<file path="src/rtl/reg_writeback_queue.sv">
// Register-file write-port arbiter: ALU results take priority, slow results queue in a small FIFO.
// Optional forwarding tap from the output stage is enabled by defining WB_FWD_EN.
module reg_writeback_queue #(
    parameter int DEPTH = 4,
    parameter int AW    = 2
) (
    input  logic          clk,
    input  logic          rst,
    input  logic          alu_valid,
    input  logic [4:0]    alu_rd,
    input  logic [31:0]   alu_data,
    input  logic          slow_valid,
    output logic          slow_ready,
    input  logic [4:0]    slow_rd,
    input  logic [31:0]   slow_data,
    output logic          wb_we,
    output logic [4:0]    wb_rw,
    output logic [31:0]   wb_busw,
    output logic          busy,
    output logic [AW:0]   count
`ifdef WB_FWD_EN
    ,
    input  logic [4:0]    fwd_ra,
    output logic          fwd_hit,
    output logic [31:0]   fwd_data
`endif
);

    logic [4:0]       q_rd   [DEPTH];
    logic [31:0]      q_data [DEPTH];
    logic [DEPTH-1:0] q_vld;
    logic [AW-1:0]    head;
    logic [AW-1:0]    tail;
    logic [AW:0]      cnt;

    logic alu_req;
    logic slow_req;
    logic pop;
    logic bypass;
    logic push;

    assign slow_ready = !rst && (cnt < (AW+1)'(DEPTH));
    assign busy       = (cnt != '0);
    assign count      = cnt;

    always_comb begin
        alu_req  = alu_valid && (alu_rd != 5'd0);
        slow_req = slow_valid && slow_ready && (slow_rd != 5'd0);
        pop      = !alu_req && (cnt != '0);
        bypass   = !alu_req && (cnt == '0) && slow_req;
        push     = slow_req && !bypass;
    end

    // Payload storage needs no reset; occupancy is tracked by cnt and q_vld.
    always_ff @(posedge clk) begin
        if (!rst && push) begin
            q_rd[tail]   <= slow_rd;
            q_data[tail] <= slow_data;
        end
    end

    always_ff @(posedge clk) begin
        if (rst) begin
            wb_we   <= 1'b0;
            wb_rw   <= '0;
            wb_busw <= '0;
            head    <= '0;
            tail    <= '0;
            cnt     <= '0;
            q_vld   <= '0;
        end else begin
            wb_we <= 1'b0;
            if (alu_req) begin
                wb_we   <= 1'b1;
                wb_rw   <= alu_rd;
                wb_busw <= alu_data;
            end else if (pop) begin
                wb_we <= q_vld[head];
                if (q_vld[head]) begin
                    wb_rw   <= q_rd[head];
                    wb_busw <= q_data[head];
                end
            end else if (bypass) begin
                wb_we   <= 1'b1;
                wb_rw   <= slow_rd;
                wb_busw <= slow_data;
            end

            // Kill older queued writes to the same rd; the tail push below overrides,
            // so an entry pushed this cycle survives.
            if (alu_req) begin
                for (int unsigned i = 0; i < DEPTH; i++) begin
                    if (q_rd[i] == alu_rd)
                        q_vld[i] <= 1'b0;
                end
            end
            if (push) begin
                q_vld[tail] <= 1'b1;
                tail        <= tail + 1'b1;
            end
            if (pop)
                head <= head + 1'b1;

            if (push && !pop)
                cnt <= cnt + 1'b1;
            else if (pop && !push)
                cnt <= cnt - 1'b1;
        end
    end

`ifdef WB_FWD_EN
    assign fwd_hit  = wb_we && (wb_rw == fwd_ra) && (fwd_ra != 5'd0);
    assign fwd_data = wb_busw;
`endif

endmodule

</file>
<file path="config.mk">
export PLATFORM = sky130hd
export DESIGN_NAME = reg_writeback_queue
export DESIGN_NICKNAME = d
export VERILOG_FILES = /design/src/rtl/reg_writeback_queue.sv
export SDC_FILE = /design/constraint.sdc
export NUM_CORES = 1
export LEC_CHECK = 0
export ABC_AREA = 1
export CORE_MARGIN = 4
export CORE_UTILIZATION = 40
export DETAILED_ROUTE_END_ITERATION = 8
export PLACE_DENSITY = 0.72
export SYNTH_ARGS = -nofsm -noshare
export SYNTH_HDL_FRONTEND = slang
export SYNTH_SLANG_ARGS = --single-unit
export TNS_END_PERCENT = 100
</file>
<file path="constraint.sdc">
create_clock -name clk -period 7.9 [get_ports clk]
set_input_delay 1.58 -clock clk [delete_from_list [all_inputs] [get_ports clk]]
set_output_delay 1.58 -clock clk [all_outputs]
set_load 0.1 [all_outputs]
</file>
### Word-level counts from Yosys, hierarchy flattened

Memory sizes are Yosys's and may differ from the RTL's. A register that Yosys moved wholly into a read port is not among the register bits.
Cells that the tools add are included.

| storage, ports and cells | value |
|---|---|
| input bits | 78 |
| output and inout port bits | 43 |
| latch bits | 0 |
| memories kept | 2 |
| memory bits (writable) | 148 |
| register bits after elaboration | 49 |
| logic and storage cells | 77 |
| memory bits (read-only) | 0 |

Memories:

| memory | words | bits a word | read ports | clocked after memory_dff | write ports | RTL line | text |
|---|---|---|---|---|---|---|---|
| q_data | 4 | 32 | 1 | 1 | 1 | 30 | `logic [31:0] q_data [DEPTH];` |
| q_rd | 4 | 5 | 5 | 1 | 1 | 29 | `logic [4:0] q_rd [DEPTH];` |

| cells by class | value |
|---|---|
| add/sub/neg operators | 4 |
| shift operators | 0 |
| multiplexer cells | 30 |
| eq/ne operators | 5 |
| divide/modulo/power cells | 0 |
| reduce and logical (&&, ||, !) cells | 24 |
| $mul | 0 |
| bitwise operators | 1 |
| magnitude comparators | 4 |

Operators by type and width:

| kind | count |
|---|---|
| two-way mux 32 bit | 4 |
| == test 5 bit | 4 |
| two-way mux 5 bit | 4 |
| logical AND 1 bit | 12 |
| two-way mux 4 bit | 3 |
| two-way mux 1 bit | 11 |
| nonzero test 5 bit | 2 |
| two-way mux 2 bit | 4 |
| less-than comparator 2 x 3 -> 1 bit, second input constant | 2 |
| two-way mux 3 bit | 2 |
| nonzero test 3 bit | 2 |
| zero test 1 bit | 5 |
| adder 2 x 1 -> 2 bit, second input constant | 2 |
| bitwise OR 4 bit | 1 |
| adder 3 x 1 -> 3 bit, second input constant | 1 |
| zero test 3 bit | 1 |
| less-than comparator 3 bit, second input constant | 1 |
| != test 3 x 2 -> 1 bit, second input constant | 1 |
| subtractor 3 x 1 -> 3 bit, second input constant | 1 |
| binary-select mux 1 bit (select 2 bit) | 1 |
| demux 1 bit (select 2 bit) | 1 |
| greater-or-equal comparator 2 x 1 -> 1 bit, second input constant | 1 |
| AND reduction 2 bit | 1 |
| nonzero test 2 bit | 1 |

### Depth between registers and ports, before layout

| logic depth | value |
|---|---|
| depth after elaboration | 11 |
| depth in mapped cells | 16 |
| mapped depth without buffers | 14 |

### Worst setup path after synthesis

Ideal clock, no wire load.

| timing path | value |
|---|---|
| path type | input port to output port |
| start | input port rst |
| end | output port slow_ready |
| path slack | 3.334 ns |
| arrival time | 2.986 ns |
| stages | 2 |
| data required time | 6.320 ns |
| buffers on the path | 1 |
| path through | buf_2 -> nor2_1 |

| between the ends | value |
|---|---|
| longest elaborated chain between the ends | 2 |

Ends and longest elaborated chain:

| what | RTL line | text |
|---|---|---|
| start, declared | 8 | `input logic rst,` |
| zero test 1 bit | 42 | `assign slow_ready = !rst && (cnt < (AW+1)'(DEPTH));` |
| logical AND 1 bit | 42 |  |
| end, declared | 13 | `output logic slow_ready,` |

No other way between the ends.

### Final worst setup path

Same ends and word-level chain as after synthesis.

==> impl_results.md <==
- Final WL: 23200 microns
- Gate power share: 47.1%
- Sequential group share of total power: 32.3%
- CP Class: in2out
- Die area: 26400 sq um
- Final Cycle Share: 64.0%
- Fillers: 2151
- CTS Hold Buffers Added: 0
- Max Clk Rate: 198 MHz
- Ant. Diodes: 0
- Share of the synthesized area in the top cell type: 46.6%
- H-tree Lvls: 4
- Max stage delay on crit path: 1.15 ns
- RSZ-0062 raised after global routing: false
- Worst path cell trace: clkdlybuf4s50_1 -> nor2_1 -> clkdlybuf4s50_1
- Vias in the first global route: 7299
- Core Footprint: 23500 sq um
- Std-Cell Rows: 56
- TritonCTS sink count: 199
- IO Count: 121
- Synth unique cells: 27
- Initial drt markers: 524
- Total gr overflow: 0
- TritonCTS Buffers: 17
- Worst slew margin: 32.9%
- Synth top cells by count: nand2_1 (302), nand3_1 (225), inv_1 (205)
- CTS root buf: clkbuf_16
- GR Util All Layers: 18.1%
- Crit. End Element: output pin
- Layout cell share with drive strength beyond 1: 4.16%
- Worst min-delay path class: reg2reg
- Power per Cell Area: 369 nW/um^2
- Dpl hpwl: 14000 microns
- Number of setup buffers added after CTS: 0
- Worst vdd ir: 0.435 mV
- Async set or reset register ratio after synthesis: 0%
- Slew of the pin with the lowest slew margin: 1.00 ns
- Via Count: 7419
- Drt wl/cell: 15.0 microns
- Final min period: 5.06 ns
- Leakage: 5.03 nW
- Antenna viol nets, final: 0
- Die height: 162 microns
- Post-CTS sizing: 0
- Arrival @ worst endpoint: 3.48 ns
- # DRC: 0
- Max cap viols: 0
- Clock Pin Slew Worst Setup and Hold Paths: 0.07 ns
- Buf/Inv on CP: 2
- PortBufs: 120
- Post-DP Area: 10900 sq um
- Worst endpoint required time: 6.32 ns
- Clock power frac: 20.7%
- Post-Syn Nets: 1218
- Mapped Area: 9530 sq um
- Syn-to-layout area delta: 20.2%
- CTS tree: built
- CP delay by family, top: buffers and inverters
- Crit path max fanout: 9
- Final Net Count: 1298
- Largest net degree at the start of global routing: 80
- Bufs on Longest Clock Path: 2
- Width of the die: 162 microns
- Yosys warns: 0
- Slowest CP cell: clkdlybuf4s50_1
- Setup Skew: 0.0108 ns
- Reg area: 5470 sq um
- Cell accounting for the most synthesized area: edfxtp_1
- Top-count cell post-synth: nand2_1
- Flops & latches, synth: 199
- Int Pwr: 2.26 mW
- Number of flops mapped to enable cells by yosys: 148
- Net Sw Frac: 46.4%
- Seq/Total Area, Yosys: 57.4%
- Via density: 4.80
- DR pass1 iterations: 5
- Outcome: completed
- Main flop type after synthesis: edfxtp_1
- Slack of the critical path: 2.84 ns
- NetSw: 1.96 mW
- CP startpoint kind: input port
- Final hold violation count: 0
- GPL Wtd Cong: 0.832
- Skew-Pair Late Insertion Delay: 0.44 ns
- Final Setup Violations: 0
- First-pass GRT wire length: 37700 microns
- Final setup TNS: 0 ns
- CP most frequent cell: clkdlybuf4s50_1
- Final Slew Violations: 0
- Post-Syn Instances: 1134
- Place WS: 2.59 ns
- Syn avg cell area: 8.40 sq um
- Area of the multi-input gates: 3000 sq um
- Synth area leaders: edfxtp_1 (47%), nand2_1 (12%), nand3_1 (12%)
- Initial antenna violation count: 0
- Post-route cell area: 11500 sq um
- Initial core utilization: 40.6%
==> metrics by stage <==
step	std cells	total power [mW]	hold WS [ns]	utilization, %
floorplan	1134	2.92	0.467	-
global placement	1514	3.35	0.489	46.3
detailed placement	1514	3.37	0.499	46.3
CTS	1546	4.25	0.509	48.8
global route	1546	4.49	0.545	48.8
finish	1546	4.22	0.511	48.8
==> cell usage in the layout, fill, tap and decap left out <==
cell type / netlist / layout
o21ai_0: 4 / 4
xor2_1: 5 / 5
nand3_4: 1 / 1
nor3_4: 0 / 1
buf_4: 8 / 3
buf_2: 15 / 1
inv_2: 2 / 9
fa_1: 1 / 1
clkinv_1: 1 / 1
clkinv_2: 0 / 4
clkdlybuf4s50_1: 0 / 119
nand4_1: 8 / 8
edfxtp_1: 148 / 148
nor2_4: 2 / 2
clkinv_4: 0 / 2
nand2_1: 302 / 301
xnor2_1: 8 / 8
dfxtp_1: 51 / 49
nor2_1: 94 / 94
inv_6: 0 / 1
clkinvlp_4: 0 / 2
nor3b_1: 1 / 1
clkbuf_16: 0 / 17
ha_1: 5 / 5
nand3_1: 225 / 225
a21oi_1: 5 / 5
nand3b_1: 1 / 1
clkbuf_1: 22 / 2
bufinv_16: 0 / 3
nand2_4: 1 / 2
or2_2: 1 / 1
inv_1: 205 / 199
dfxtp_2: 0 / 2
==> layer usage <==
metal / global-route usage (%) / vias to the layer above / wire, microns
met3: 4.25 / 39 / 1630
met2: 30.0 / 257 / 11000
met4: 5.54 / 0 / 408
li1: - / 3726 / -
met5: 0 / - / 0
met1: 23.6 / 3397 / 10200
==> logic make-up after synthesis <==
logic type	after synthesis	share of synthesized area (%)
flops	199	57.4
compound gates	9	0.473
xor+xnor	13	1.19
fa+ha+maj	6	0.867
simple gates	637	28.8
buf+inv	270	11.3
==> cell type report <==
class / instances / share of cell area, %
inverters: 208 / 6.82
well taps: 319 / 3.48
clock buffers: 19 / 3.78
clock inverters: 13 / 1.35
flip-flops and latches: 199 / 47.7
multi-input cells: 665 / 26.2
repair buffers: 123 / 10.6
==> worst min-delay path, cell delays in order (launching register included) <==
cell     delay (ns)
dfxtp_1        0.31
inv_1          0.05
nand2_1        0.04
nand2_1        0.05
nor2_1         0.03
==> power by group through the flow <==
stage | logic, mW | clock network [mW] | registers, mW
after floorplan | 0.869 | 0 | 2.05
after global placement | 1.97 | 0 | 1.38
after detailed placement | 1.99 | 0 | 1.38
after CTS | 2.00 | 0.884 | 1.36
after global routing | 2.17 | 0.934 | 1.38
final | 1.99 | 0.872 | 1.36
==> state kept, by name (all words and copies together) (netlist names), named ones only <==
register / cells
wb_rw: 5
tail: 2
wb_we: 1
count: 3
head: 2
q_data: 128
q_rd: 20
q_vld: 4
wb_busw: 32
==> path summary, 6_finish.rpt <==
path	startpoint	endpoint	slack, ns	cells past startpoint
setup / recovery	rst	slow_ready	2.84	3
hold / removal	wb_busw[25]$_SDFFE_PP0P_	wb_busw[25]$_SDFFE_PP0P_	0.51	4
setup reg to reg	count[2]$_SDFFE_PP0P_	count[2]$_SDFFE_PP0P_	4.63	12
hold reg to reg	wb_busw[25]$_SDFFE_PP0P_	wb_busw[25]$_SDFFE_PP0P_	0.51	4
No activity file was read; power rests on OpenSTA's default activity.
